===== src/rtl/sipo_deser.sv =====
// Serial-in/parallel-out deserializer with valid/ready on both sides.
// Optional even-parity trailer bit per word enabled by SIPO_DESER_PARITY_EN.
module sipo_deser #(
    parameter int unsigned WIDTH     = 4,
    parameter bit          MSB_FIRST = 1'b1
) (
    input  logic             CLK,
    input  logic             RST_N,
    input  logic             SIN,
    input  logic             SIN_VALID,
    output logic             SIN_READY,
    output logic [WIDTH-1:0] Q,
    output logic             Q_VALID,
    input  logic             Q_READY,
    output logic             PAR_ERR
);

`ifdef SIPO_DESER_PARITY_EN
    localparam int unsigned N = WIDTH + 1;
`else
    localparam int unsigned N = WIDTH;
`endif
    localparam int unsigned CW = $clog2(N + 1);

    typedef enum logic [0:0] {
        FILL = 1'b0,
        FULL = 1'b1
    } state_t;

    state_t           state_q, state_d;
    logic [CW-1:0]    cnt_q, cnt_d;
    logic [WIDTH-1:0] shift_q, shift_d;
    logic [WIDTH-1:0] q_q, q_d;
    logic             q_valid_q, q_valid_d;
    logic             sin_ready_q, sin_ready_d;
`ifdef SIPO_DESER_PARITY_EN
    logic             par_acc_q, par_acc_d;
    logic             par_err_q, par_err_d;
`endif

    logic             out_free_c;
    logic [WIDTH-1:0] shift_in_c;

    // Next-state, datapath and handshake decode
    always_comb begin
        state_d     = state_q;
        cnt_d       = cnt_q;
        shift_d     = shift_q;
        q_d         = q_q;
        q_valid_d   = q_valid_q & ~Q_READY;
`ifdef SIPO_DESER_PARITY_EN
        par_acc_d   = par_acc_q;
        par_err_d   = par_err_q;
`endif
        out_free_c  = ~q_valid_q | Q_READY;
        shift_in_c  = MSB_FIRST ? {shift_q[WIDTH-2:0], SIN}
                                : {SIN, shift_q[WIDTH-1:1]};

        case (state_q)
            FILL: begin
                if (SIN_VALID) begin
`ifdef SIPO_DESER_PARITY_EN
                    // Trailing parity bit only feeds the accumulator, never the word
                    if (cnt_q < CW'(WIDTH)) begin
                        shift_d = shift_in_c;
                    end
                    par_acc_d = par_acc_q ^ SIN;
`else
                    shift_d = shift_in_c;
`endif
                    if (cnt_q == CW'(N - 1)) begin
                        if (out_free_c) begin
                            q_d       = shift_d;
                            q_valid_d = 1'b1;
                            cnt_d     = '0;
`ifdef SIPO_DESER_PARITY_EN
                            par_err_d = par_acc_d;
                            par_acc_d = 1'b0;
`endif
                        end else begin
                            state_d = FULL;
                            cnt_d   = cnt_q + CW'(1);
                        end
                    end else begin
                        cnt_d = cnt_q + CW'(1);
                    end
                end
            end
            FULL: begin
                if (out_free_c) begin
                    q_d       = shift_q;
                    q_valid_d = 1'b1;
                    cnt_d     = '0;
                    state_d   = FILL;
`ifdef SIPO_DESER_PARITY_EN
                    par_err_d = par_acc_q;
                    par_acc_d = 1'b0;
`endif
                end
            end
            default: begin
                state_d = FILL;
                cnt_d   = '0;
            end
        endcase

        sin_ready_d = (state_d == FILL);
    end

    // State and output registers
    always_ff @(posedge CLK or negedge RST_N) begin
        if (!RST_N) begin
            state_q     <= FILL;
            cnt_q       <= '0;
            shift_q     <= '0;
            q_q         <= '0;
            q_valid_q   <= 1'b0;
            sin_ready_q <= 1'b1;
`ifdef SIPO_DESER_PARITY_EN
            par_acc_q   <= 1'b0;
            par_err_q   <= 1'b0;
`endif
        end else begin
            state_q     <= state_d;
            cnt_q       <= cnt_d;
            shift_q     <= shift_d;
            q_q         <= q_d;
            q_valid_q   <= q_valid_d;
            sin_ready_q <= sin_ready_d;
`ifdef SIPO_DESER_PARITY_EN
            par_acc_q   <= par_acc_d;
            par_err_q   <= par_err_d;
`endif
        end
    end

    assign SIN_READY = sin_ready_q;
    assign Q         = q_q;
    assign Q_VALID   = q_valid_q;
`ifdef SIPO_DESER_PARITY_EN
    assign PAR_ERR   = par_err_q;
`else
    assign PAR_ERR   = 1'b0;
`endif

endmodule


===== config.mk =====
export PLATFORM = sky130hd
export DESIGN_NAME = sipo_deser
export DESIGN_NICKNAME = d
export VERILOG_FILES = /design/src/rtl/sipo_deser.sv
export SDC_FILE = /design/constraint.sdc
export NUM_CORES = 1
export LEC_CHECK = 0
export CELL_PAD_IN_SITES_DETAIL_PLACEMENT = 1
export CELL_PAD_IN_SITES_GLOBAL_PLACEMENT = 1
export CORE_MARGIN = 3
export CORE_UTILIZATION = 41
export CTS_CLUSTER_SIZE = 12
export DETAILED_ROUTE_END_ITERATION = 8
export PLACE_DENSITY = 0.89
export SYNTH_ARGS = -nofsm -noshare
export SYNTH_HDL_FRONTEND = slang
export SYNTH_SLANG_ARGS = --single-unit

===== constraint.sdc =====
create_clock -name CLK -period 2.9 [get_ports CLK]
set_input_delay 0.725 -clock CLK [delete_from_list [all_inputs] [get_ports CLK]]
set_output_delay 0.725 -clock CLK [all_outputs]
set_load 0.02 [all_outputs]

==> key figures <==
Run status
  – Outcome: complete, no violations

Synth
  – Compound-gate portion of the synthesized area: 0.0698
  – Flops & latches, synth: 14
  – XOR/XNOR share of the synthesized area: 0
  – Net Count, Synth: 65
  – Synth top area cells: dfrtp_1 (50%), mux2_2 (16%), nand2_1 (8.7%)
  – Largest family of logic cells by synthesized area: simple AND/OR/NAND/NOR gates
  – Post-synth top area share: 0.504
  – Mapped Cells: 59
  – Synth Area in Simple Gates: 0.174
  – Mux cell area share after synthesis: 0.157
  – Synth Area in Adders: 0.0194
  – Sequential share of the synthesized area: 0.545
  – Post-Synthesis Cell Area: 646 sq um
  – EDFF count, synth: 0
  – Post-synth top flop: dfrtp_1
  – Count of cell types in the netlist: 18
  – Async set-or-reset flop fraction in the synthesized netlist: 1.00
  – Post-Synthesis Mean Instance Area: 10.9 sq um
  – Post-synth top area cell: dfrtp_1
  – Commonest cells post-synth: nand2_1 (15), dfrtp_1 (13), mux2_2 (9), a21oi_1 (4), nand2b_1 (3)
  – Most common cell in the netlist: nand2_1
  – Ys Warns: 0

Clocking
  – CTS root buffer: clkbuf_4
  – TritonCTS clock tree: built
  – Clock Path Buffers: 2
  – Setup Buffers After CTS: 0
  – # clock sinks: 14
  – H-tree levels: 1
  – # resized after CTS: 0
  – Clk slew on worst S/H paths: 80 ps
  – Hold_buf cts: 0
  – TritonCTS buffer count: 3
  – Clock latency on the worst-skew pair: 280 ps

Setup path
  – Startpoint types: register
  – Top delay family on crit path: buffers and inverters
  – Slowest cell on the critical path: clkdlybuf4s50_1
  – CP peak stage delay: 590 ps
  – Worst EP required: 2170 ps
  – CP arrival: 1390 ps
  – WS Path Type: reg -> out
  – Worst setup EP type: primary output
  – Worst-path fanout max: 1
  – Crit-path cells: clkdlybuf4s50_1
  – Critical path buffers and inverters: 1

Global route
  – First-pass GRT wire length: 2080 um
  – Overflow after GRT: 0
  – Largest net degree at the start of global routing: 15
  – Total GRT Usage: 0.148
  – Vias in the first global route: 437
  – Initial antenna violation count: 0

Placed design
  – Routability congestion estimate: 0.704
  – Post-place setup slack: 760 ps
  – Port bufs: 10
  – DP Wirelength: 920 um

Floorplanning
  – Core area: 0.00138 sq mm
  – Die Ht: 45.7 um
  – Die area: 0.00209 sq mm
  – Die width: 45.7 um
  – IO Pins: 12
  – Initial Utilization: 0.467
  – Row count: 13

STA
  – Slew Viols, Final: 0
  – Worst slew pin tran: 624 ps
  – Setup TNS: 0 ps
  – Count of final setup violators: 0
  – RSZ-0062 raised after global routing: false
  – Final worst setup slack: 787 ps
  – Fin crit share: 0.728
  – Worst Hold Slack: 495 ps
  – Peak Freq: 473 MHz
  – Slew HR: 0.583
  – Layout Skew: 2.67 ps
  – Final hold vios: 0
  – Min cycle time layout: 2110 ps

Final layout
  – Ant diodes: 0
  – Share of cells above drive strength 1: 0.211
  – Area grow syn2layout: 21.7%
  – Fin nets: 78

Route
  – Residual DRC: 0
  – Initial DRT Pass Iterations: 3
  – Wire length per cell: 14.1 um
  – Via count: 443
  – Detail Route Antenna Nets: 0
  – DRT Wirelength: 1220 um
  – Vias/cell: 5.15
  – Number of DRC markers in iteration 0: 6

Power and ir drop
  – Lkg Pwr: 0.000357 uW
  – PD cells: 835 mW/mm^2
  – Worst VDD drop: 0.000454 V

Job
  – Max-cap violations: 0

Worst hold path
  – Hold Crit Class: reg -> reg
==> routing by layer <==
metal  global-route usage  part of all wire
met2                0.217              0.47
met4               0.0526            0.0099
met5                    0                 0
met1                0.186              0.47
met3               0.0751             0.046
==> placed cells by master (no fill, tap or decap), drive strengths merged, types with 2 or more instances in the layout <==
master          n
dfrtp          13
mux2            9
a21oi           5
nand2b          3
clkdlybuf4s50  10
nand2          15
nor2b           2
clkbuf          4
==> state kept, by name (all words and copies together) (netlist names) <==
| register | flops |
|---|---|
| shift_q | 4 |
| Q_VALID | 1 |
| Q | 4 |
| state_q | 1 |
| cnt_q | 3 |
| SIN_READY | 1 |
==> stage by stage <==
step	cell area, sq um	util	power (uW)	std cells
6_report	786	0.568	656	86
5_1_grt	786	0.568	710	86
3_5_place_dp	749	0.542	526	82
3_3_place_gp	749	0.542	519	82
4_1_cts	786	0.568	668	86
2_1_floorplan	646	-	429	59
==> path summary, 6_finish.rpt <==
path / startpoint / endpoint / slack [ps] / depth (start not counted)
max in group asynchronous: RST_N / state_q / 1670 / 1
min: shift_q[3] / shift_q[3] / 500 / 2
min in group asynchronous: RST_N / shift_q[0] / 830 / 1
min reg2reg: shift_q[3] / shift_q[3] / 500 / 2
max reg2reg: state_q / Q[3] / 1470 / 3
max: SIN_READY / SIN_READY / 790 / 1
==> power by group <==
part	leakage [uW]	total [uW]	switching, uW	internal (uW)
Sequential	0.000175	290	38.3	252
Combinational	0.000161	229	105	124
Clock	0.0000210	136	59.8	76.4
==> area by class of cell <==
cell class              instances  area, sq um
inverters                       1         3.75
clock buffers                   4         36.3
well taps                      15         18.8
flip-flops and latches         14          352
multi-input cells              42          275
fillers                       154          597
repair buffers                 10          100
==> logic make-up after synthesis <==
kind of cell	after synthesis
simple gates	24
flops	14
mux	9
compound gates	7
buf+inv	3
fa+ha+maj	1
other cells	1
No activity file was read; power rests on OpenSTA's default activity.
